[config.mk]
export PLATFORM = sky130hd
export DESIGN_NAME = adc_conv_sequencer
export DESIGN_NICKNAME = d
export VERILOG_FILES = /design/src/rtl/adc_conv_sequencer.sv
export SDC_FILE = /design/constraint.sdc
export NUM_CORES = 1
export LEC_CHECK = 0
export CORE_MARGIN = 4
export CORE_UTILIZATION = 30
export DETAILED_ROUTE_END_ITERATION = 10
export GPL_ROUTABILITY_DRIVEN = 0
export PLACE_DENSITY_LB_ADDON = 0.25
export RECOVER_POWER = 100
export SYNTH_ARGS = -nofsm -noshare
export SYNTH_HDL_FRONTEND = slang
export SYNTH_SLANG_ARGS = --single-unit
[constraint.sdc]
create_clock -name clk210_p -period 1.55 [get_ports clk210_p]
set_input_delay 0.2325 -clock clk210_p [delete_from_list [all_inputs] [get_ports clk210_p]]
set_output_delay 0.2325 -clock clk210_p [all_outputs]
set_load 0.02 [all_outputs]
[src/rtl/adc_conv_sequencer.sv]
// rtl/adc_conv_sequencer.sv - periodic serial ADC conversion sequencer with valid/ready word output
module adc_conv_sequencer #(
    parameter int DATA_BITS     = 16,
    parameter int CLK_DIV       = 2,
    parameter int T_CONV        = 150,
    parameter int SAMPLE_PERIOD = 420
) (
    input  logic                 clk210_p,
    input  logic                 reset_p,
    input  logic                 enable_p,
    output logic                 cnv_p,
    output logic                 sck_p,
    input  logic                 sdo_p,
    output logic [DATA_BITS-1:0] sample_data_p,
    output logic                 sample_valid_p,
    input  logic                 sample_ready_p,
    output logic                 overrun_p,
    output logic                 busy_p
);

    // Shortest period that still fits a whole frame plus one WAIT cycle.
    localparam int FRAME_CYCLES = T_CONV + 2 * CLK_DIV * DATA_BITS + 2;
    localparam logic SHORT_PERIOD = (SAMPLE_PERIOD < FRAME_CYCLES) ? 1'b1 : 1'b0;

    localparam int PER_W  = $clog2(SAMPLE_PERIOD + 1);
    localparam int CONV_W = $clog2(T_CONV + 1);
    localparam int DIV_W  = $clog2(2 * CLK_DIV + 1);
    localparam int BIT_W  = $clog2(DATA_BITS + 1);

    localparam logic [PER_W-1:0]  PER_LAST  = PER_W'(SAMPLE_PERIOD - 1);
    localparam logic [CONV_W-1:0] CONV_LAST = CONV_W'(T_CONV - 1);
    localparam logic [DIV_W-1:0]  DIV_HALF  = DIV_W'(CLK_DIV);
    localparam logic [DIV_W-1:0]  DIV_LAST  = DIV_W'(2 * CLK_DIV - 1);
    localparam logic [BIT_W-1:0]  BIT_LAST  = BIT_W'(DATA_BITS - 1);

    typedef enum logic [2:0] {
        S_IDLE,
        S_CONV,
        S_SHIFT,
        S_LOAD,
        S_WAIT
    } state_t;

    state_t                r_state;
    state_t                w_next_state;
    logic [PER_W-1:0]      r_period_cnt;
    logic [CONV_W-1:0]     r_conv_cnt;
    logic [DIV_W-1:0]      r_div_cnt;
    logic [BIT_W-1:0]      r_bit_cnt;
    logic [DATA_BITS-1:0]  r_shift;
    logic [DATA_BITS-1:0]  r_data;
    logic                  r_valid;
    logic                  r_overrun;

    logic                  w_conv_done;
    logic                  w_sck_fall;
    logic                  w_last_bit;
    logic                  w_wait_done;
    logic                  w_start_conv;

    assign w_conv_done = (r_conv_cnt == CONV_LAST);
    assign w_sck_fall  = (r_state == S_SHIFT) && (r_div_cnt == DIV_LAST);
    assign w_last_bit  = (r_bit_cnt == BIT_LAST);
    // A too-short period degrades to back-to-back frames with a single WAIT cycle.
    assign w_wait_done = SHORT_PERIOD || (r_period_cnt == PER_LAST);

    assign cnv_p          = (r_state == S_CONV);
    assign sck_p          = (r_state == S_SHIFT) && (r_div_cnt >= DIV_HALF);
    assign busy_p         = (r_state != S_IDLE);
    assign sample_data_p  = r_data;
    assign sample_valid_p = r_valid;
    assign overrun_p      = r_overrun;

    // State register.
    always_ff @(posedge clk210_p) begin
        if (reset_p) begin
            r_state <= S_IDLE;
        end else begin
            r_state <= w_next_state;
        end
    end

    // Next-state decode; enable_p only matters in IDLE and at the end of WAIT.
    always_comb begin
        w_next_state = r_state;
        w_start_conv = 1'b0;
        case (r_state)
            S_IDLE: begin
                if (enable_p) begin
                    w_next_state = S_CONV;
                    w_start_conv = 1'b1;
                end
            end
            S_CONV: begin
                if (w_conv_done) begin
                    w_next_state = S_SHIFT;
                end
            end
            S_SHIFT: begin
                if (w_sck_fall && w_last_bit) begin
                    w_next_state = S_LOAD;
                end
            end
            S_LOAD: begin
                w_next_state = S_WAIT;
            end
            S_WAIT: begin
                if (w_wait_done) begin
                    if (enable_p) begin
                        w_next_state = S_CONV;
                        w_start_conv = 1'b1;
                    end else begin
                        w_next_state = S_IDLE;
                    end
                end
            end
            default: begin
                w_next_state = S_IDLE;
            end
        endcase
    end

    // Sample-period counter: zero on every CONV entry, free-running and wrapping while busy.
    always_ff @(posedge clk210_p) begin
        if (reset_p || w_start_conv) begin
            r_period_cnt <= '0;
        end else if (r_state != S_IDLE) begin
            if (r_period_cnt == PER_LAST) begin
                r_period_cnt <= '0;
            end else begin
                r_period_cnt <= r_period_cnt + PER_W'(1);
            end
        end
    end

    // Conversion-time counter, only runs while cnv_p is high.
    always_ff @(posedge clk210_p) begin
        if (reset_p || (r_state != S_CONV)) begin
            r_conv_cnt <= '0;
        end else begin
            r_conv_cnt <= r_conv_cnt + CONV_W'(1);
        end
    end

    // sck_p phase divider and bit counter; a bit completes on each sck_p falling edge.
    always_ff @(posedge clk210_p) begin
        if (reset_p || (r_state != S_SHIFT)) begin
            r_div_cnt <= '0;
            r_bit_cnt <= '0;
        end else begin
            if (r_div_cnt == DIV_LAST) begin
                r_div_cnt <= '0;
            end else begin
                r_div_cnt <= r_div_cnt + DIV_W'(1);
            end
            if (w_sck_fall) begin
                r_bit_cnt <= r_bit_cnt + BIT_W'(1);
            end
        end
    end

    // Capture sdo_p MSB-first on the edge where sck_p falls.
    always_ff @(posedge clk210_p) begin
        if (reset_p) begin
            r_shift <= '0;
        end else if (w_sck_fall) begin
            r_shift <= {r_shift[DATA_BITS-2:0], sdo_p};
        end
    end

    // Output word register with valid/ready handshake and sticky overrun.
    always_ff @(posedge clk210_p) begin
        if (reset_p) begin
            r_data    <= '0;
            r_valid   <= 1'b0;
            r_overrun <= 1'b0;
        end else if (r_state == S_LOAD) begin
            r_data  <= r_shift;
            r_valid <= 1'b1;
            if (r_valid && !sample_ready_p) begin
                r_overrun <= 1'b1;
            end
        end else if (r_valid && sample_ready_p) begin
            r_valid <= 1'b0;
        end
    end

endmodule

==> impl_metrics.py, run 1 <==
metrics = {
    "run_status": {
        "status": "finished, final reports clean",
    },
    "synthesis": {
        "synth.area.mux_share_pct": 0.403,
        "syn_nets": 302,
        "yosys-top-cells-count": "nand2_1, dfxtp_1, a21oi_1, nor2_1, xor2_1",
        "syn_area_mm2": 0.00248,
        "synth_flop_cell": "dfxtp_1",
        "ys_types": 37,
        "synth_top_cell_area_share_pct": 49.9,
        "async_flop_share_pct": 0,
        "yosysWarningCount": 0,
        "synth_compound_area_share_pct": 10.8,
        "post-synth-top-count-cell": "nand2_1",
        "ys_ff_latch": 62,
        "netlist_instances": 289,
        "synth_area_leaders": "dfxtp_1, nand2_1, a21oi_1",
        "synth_top_family_by_area": "simple AND/OR/NAND/NOR gates",
        "yosys.area.top_type": "dfxtp_1",
        "synthSimpleGateAreaFrac_pct": 24.7,
        "yosysSeqAreaShare_pct": 49.9,
        "yosys.area_share.adder_pct": 4.03,
        "synth_edf_count": 0,
        "synth-xor-area-share_pct": 5.99,
        "syn_area_per_cell_um2": 8.60,
    },
    "timing": {
        "hold_viol_final": 0,
        "setup-violations-final": 0,
        "finalSetupTns_ns": 0,
        "report.final.slew_viol_count": 0,
        "rsz0062_at_grt": "true",
        "timing.final.crit_share_pct": 98.9,
        "fmax_mhz": 653,
        "whs_ns": 0.420,
        "clock_skew_ns": 0.00945,
        "worst_pin_slew_ns": 0.404,
        "slew_headroom_pct": 73.1,
        "period_needed_ns": 1.53,
    },
    "floorplan": {
        "die_area_mm2": 0.00980,
        "boundaryPins": 26,
        "core_area_mm2": 0.00789,
        "initial_utilization_pct": 31.5,
        "die_h_um": 99.0,
        "row_count": 32,
        "die_x_um": 99.0,
    },
    "drt": {
        "drtIter0Drc": 82,
        "vias": 2020,
        "drtAntennaViolNets": 0,
        "wl_um": 5250,
        "wl_per_cell_um": 11.7,
        "first_pass_iters": 4,
        "drc": 0,
        "viasPerCell": 4.52,
    },
    "global_route": {
        "grt_max_degree": 34,
        "grt_pass1_vias": 2048,
        "grt_pass1_wl_um": 9250,
        "grt_usage_pct": 11.6,
        "antenna_found_initial": 0,
        "grt_remaining_overflow": 0,
    },
    "clock_network": {
        "cts_hold_buf": 0,
        "cts_tree": "built",
        "cts_max_level": 3,
        "cts_buffers": 9,
        "numClockSinks": 62,
        "clk_pin_slew_ns": 0.07,
        "cts_root_buf": "clkbuf_8",
        "clk-insertion-delay-late_ns": 0.35,
        "clockBufferDepth": 2,
    },
    "worst_setup_path": {
        "path_delay_family": "simple AND/OR/NAND/NOR gates",
        "end_kind": "primary output",
        "critPathKind": "register to primary output",
        "reg2reg_slack_ns": 0.04,
        "critPathLaunchType": "register",
        "crit_top_cell": "buf_6",
        "crit_arrival_ns": 1.30,
        "critPathSlowestCell": "or3_4",
        "path_buf_inv": 2,
        "crit_fanout": 4,
        "worstPathCellList": "buf_6 -> or3_4 -> buf_6",
        "crit_path_max_incr_delay_ns": 0.37,
        "worstPathRequired_ns": 1.32,
    },
    "finish": {
        "fill_cells": 783,
        "antennaDiodeCount": 0,
        "regArea_mm2": 0.00124,
        "multi_input_area_mm2": 0.00122,
        "area_growth_pct": 29.6,
        "drive_gt1_share_pct": 18.6,
        "final_nets": 353,
        "fin_area_mm2": 0.00322,
        "utilization_pct": 40.8,
    },
    "power": {
        "p_per_area_mw_per_mm2": 1050,
        "leakage_nw": 1.16,
        "power_w": 0.00337,
        "ir_drop_uv": 309,
    },
    "placement": {
        "numPortBuffers": 25,
        "place_area_mm2": 0.00305,
        "dp_hpwl_um": 3500,
    },
    "worst_hold_path": {
        "hold_path_class": "register to register",
    },
    "run": {
        "maxCapViolations": 0,
    },
}
==> metal layers <==
layer	track usage [%]	part of all wire, %	up-vias
met4	5.99	1.7	0
met5	0	0	-
met2	19.1	47	29
li1	-	-	1064
met1	13.9	47	918
met3	2.90	3.8	9
==> cells in the final DEF (no fill, tap or decap), types with 2 or more instances in the layout <==
cell / instances
nand2_1: 73
dfxtp_1: 59
a21oi_1: 34
nor2_1: 25
buf_4: 20
clkbuf_1: 14
xor2_1: 12
clkbuf_8: 9
ha_1: 8
nand4_1: 7
clkdlybuf4s50_1: 7
nand2b_1: 5
xnor2_1: 5
buf_6: 5
inv_1: 4
and3_1: 4
clkbuf_4: 4
nand3b_1: 3
nor3_1: 3
nand3_1: 3
inv_6: 3
dlygate4sd2_1: 3
dfxtp_2: 3
nor2_2: 2
clkinv_4: 2
buf_12: 2
==> cell type report <==
type | count | area share [%]
multi-input cells | 206 | 37.8
clock buffers | 9 | 3.85
repair buffers | 57 | 13.5
clock inverters | 7 | 1.75
flip-flops and latches | 62 | 38.7
well taps | 102 | 3.96
inverters | 4 | 0.466
==> what timing repair did <==
item	CTS	global route
buffers inserted	1	0
setup endpoints to repair	29	39
pin swaps	2	5
resized for setup	28	24
cloned	1	0
==> final timing paths <==
| check | start | endpoint | depth (start not counted) |
|---|---|---|---|
| hold reg to reg | r_div_cnt[0] | r_div_cnt[0] | 1 |
| hold / removal | r_div_cnt[0] | r_div_cnt[0] | 1 |
| setup reg to reg | r_state[2] | r_period_cnt[2] | 6 |
| setup / recovery | r_state[2] | busy_p | 3 |
==> per-stage QoR <==
stage | cells | setup WS [ns]
floorplan | 289 | 0.0996
CTS | 448 | -0.0294
global route | 447 | -0.0468
detailed placement | 430 | -0.0900
finish | 447 | 0.0178
global placement | 430 | -0.0485
==> cells by family (layout without fill, tap and decap cells) <==
| family | after synthesis | in the layout |
|---|---|---|
| buffers and inverters | 21 | 77 |
| AOI/OAI and AO/OA | 45 | 45 |
| and+or+nand+nor | 135 | 135 |
| xor gates and xnor gates | 17 | 17 |
| muxes | 1 | 1 |
| DFF | 62 | 62 |
| adders and majority gates | 8 | 8 |
==> power by group <==
part / switching, W / internal, W / total (W)
clock network: 0.000691 / 0.000598 / 0.00129
registers: 0.0000208 / 0.00162 / 0.00164
logic: 0.000221 / 0.000215 / 0.000436
==> sequential cells by signal, indices dropped and copies added, names as in the netlist <==
register,cells
r_shift,16
r_period_cnt,9
r_div_cnt,3
r_conv_cnt,8
sample_valid_p,1
sample_data_p,16
overrun_p,1
r_state,3
r_bit_cnt,5
Power figures use the tool's default switching activity.
==> run 2: changes to the inputs <==
--- a/config.mk
+++ b/config.mk
@@ -7,10 +7,10 @@
 export LEC_CHECK = 0
 export CORE_MARGIN = 4
 export CORE_UTILIZATION = 30
+export CTS_CLUSTER_SIZE = 25
 export DETAILED_ROUTE_END_ITERATION = 10
 export GPL_ROUTABILITY_DRIVEN = 0
 export PLACE_DENSITY_LB_ADDON = 0.25
-export RECOVER_POWER = 100
 export SYNTH_ARGS = -nofsm -noshare
 export SYNTH_HDL_FRONTEND = slang
 export SYNTH_SLANG_ARGS = --single-unit
==> constraint.sdc (replaced) <==
create_clock -name clk210_p -period 1.55 [get_ports clk210_p]
set_input_delay 0.2325 -clock clk210_p [delete_from_list [all_inputs] [get_ports clk210_p]]
set_output_delay 0.2325 -clock clk210_p [all_outputs]
set_load 0.005 [all_outputs]
==> impl_metrics.py, run 2 (same netlist as run 1, synthesis figures left out) <==
metrics = {
    "run_status": {
        "status": "finished, final reports clean",
    },
    "timing": {
        "slew_headroom_pct": 74.4,
        "timing.final.crit_share_pct": 96.4,
        "worst_pin_slew_ns": 0.383,
        "fmax_mhz": 669,
        "rsz0062_at_grt": "true",
        "period_needed_ns": 1.49,
        "clock_skew_ns": 0.0110,
        "finalSetupTns_ns": 0,
        "setup-violations-final": 0,
        "hold_viol_final": 0,
        "report.final.slew_viol_count": 0,
    },
    "global_route": {
        "antenna_found_initial": 0,
        "grt_remaining_overflow": 0,
        "grt_pass1_wl_um": 9060,
        "grt_pass1_vias": 2000,
        "grt_usage_pct": 11.5,
        "grt_max_degree": 20,
    },
    "drt": {
        "wl_um": 5300,
        "vias": 2052,
        "drc": 0,
        "viasPerCell": 4.59,
        "wl_per_cell_um": 11.9,
        "first_pass_iters": 5,
        "drtAntennaViolNets": 0,
        "drtIter0Drc": 74,
    },
    "clock_network": {
        "clk_pin_slew_ns": 0.07,
        "cts_root_buf": "clkbuf_8",
        "clk-insertion-delay-late_ns": 0.34,
        "cts_hold_buf": 0,
        "clockBufferDepth": 2,
        "cts_tree": "built",
        "cts_buffers": 9,
        "numClockSinks": 62,
        "cts_max_level": 3,
    },
    "finish": {
        "final_nets": 354,
        "fin_area_mm2": 0.00335,
        "most-common-layout-cells": "nand2_1, dfxtp_1, a21oi_1, nor2_1, buf_4",
        "area_growth_pct": 34.8,
        "antennaDiodeCount": 0,
        "multi_input_area_mm2": 0.00122,
        "regArea_mm2": 0.00125,
        "utilization_pct": 42.5,
        "mostFrequentLayoutCell": "nand2_1",
        "fill_cells": 800,
        "drive_gt1_share_pct": 19.7,
    },
    "worst_setup_path": {
        "critPathKind": "register to primary output",
        "crit_top_cell": "buf_6",
        "worstPathRequired_ns": 1.32,
        "end_kind": "primary output",
        "critPathSlowestCell": "or3_4",
        "crit_arrival_ns": 1.26,
        "crit_path_max_incr_delay_ns": 0.35,
        "critPathLaunchType": "register",
        "path_delay_family": "simple AND/OR/NAND/NOR gates",
        "worstPathCellList": "buf_6 -> or3_4 -> buf_6",
        "path_buf_inv": 2,
        "crit_fanout": 4,
    },
    "power": {
        "p_per_area_mw_per_mm2": 1050,
        "leakage_nw": 1.19,
        "ir_drop_uv": 652,
    },
    "floorplan": {
        "row_count": 32,
        "die_x_um": 99.0,
        "boundaryPins": 26,
        "initial_utilization_pct": 31.5,
        "die_h_um": 99.0,
        "core_area_mm2": 0.00789,
        "die_area_mm2": 0.00980,
    },
    "placement": {
        "numPortBuffers": 25,
        "place_area_mm2": 0.00301,
        "dp_hpwl_um": 3520,
    },
    "run": {
        "maxCapViolations": 0,
    },
    "worst_hold_path": {
        "hold_path_class": "register to register",
    },
}
==> run 2: timing repair <==
action,4_1_cts,5_1_grt
cloned,1,1
setup buffers,2,0
resized for setup,17,20
pin swaps,2,7
endpoints found under the setup margin,6,22
==> run 2: layer usage <==
layer	vias up	GRT usage, %	part of all wire [%]
met3	8	4.60	3.6
li1	1067	-	-
met1	946	13.9	48
met2	31	18.2	47
met4	0	4.73	1.7
met5	-	0	0
==> run 2: worst paths after layout <==
path / start / endpoint / slack [ns] / cells after the start
worst max-delay path: r_state[0] / busy_p / 0.06 / 3
worst min-delay path: r_div_cnt[0] / r_div_cnt[0] / 0.43 / 1
worst max register to register: r_state[0] / r_bit_cnt[3] / 0.10 / 6
worst min register to register: r_div_cnt[0] / r_div_cnt[0] / 0.43 / 1
==> run 2: per-stage QoR <==
stage	hold WS, ns	setup slack, ns	total power [W]	instances
after detailed placement	0.448	-0.00877	0.00205	428
after global routing	0.446	-0.00841	0.00369	447
after global placement	0.442	-0.0203	0.00205	428
after floorplan	0.368	0.0996	0.00189	289
final	0.425	0.0557	0.00351	447
after CTS	0.433	-0.142	0.00352	446
==> run 2: area by class of cell <==
cell class | instances | share of cell area [%]
sequential | 62 | 37.2
multi-input combinational | 206 | 36.6
timing repair buffer | 58 | 16.1
clock buffer | 10 | 4.11
tap | 102 | 3.81
clock inverter | 5 | 1.76
inverter | 4 | 0.448
==> run 2: power breakdown <==
part | switching (W) | internal, W | total [W] | leakage [nW]
logic | 0.000211 | 0.000238 | 0.000450 | 0.596
registers | 0.0000221 | 0.00163 | 0.00165 | 0.502
clock network | 0.000632 | 0.000779 | 0.00141 | 0.0948
total | 0.000865 | 0.00264 | 0.00351 | 1.19
==> run 3: changes to the inputs <==
--- a/config.mk
+++ b/config.mk
@@ -7,7 +7,6 @@
 export LEC_CHECK = 0
 export CORE_MARGIN = 4
 export CORE_UTILIZATION = 30
-export CTS_CLUSTER_SIZE = 25
 export DETAILED_ROUTE_END_ITERATION = 10
 export GPL_ROUTABILITY_DRIVEN = 0
 export PLACE_DENSITY_LB_ADDON = 0.25
==> results of run 3 <==
Same layout as run 2: the final DEF is identical, and so are final timing and power.
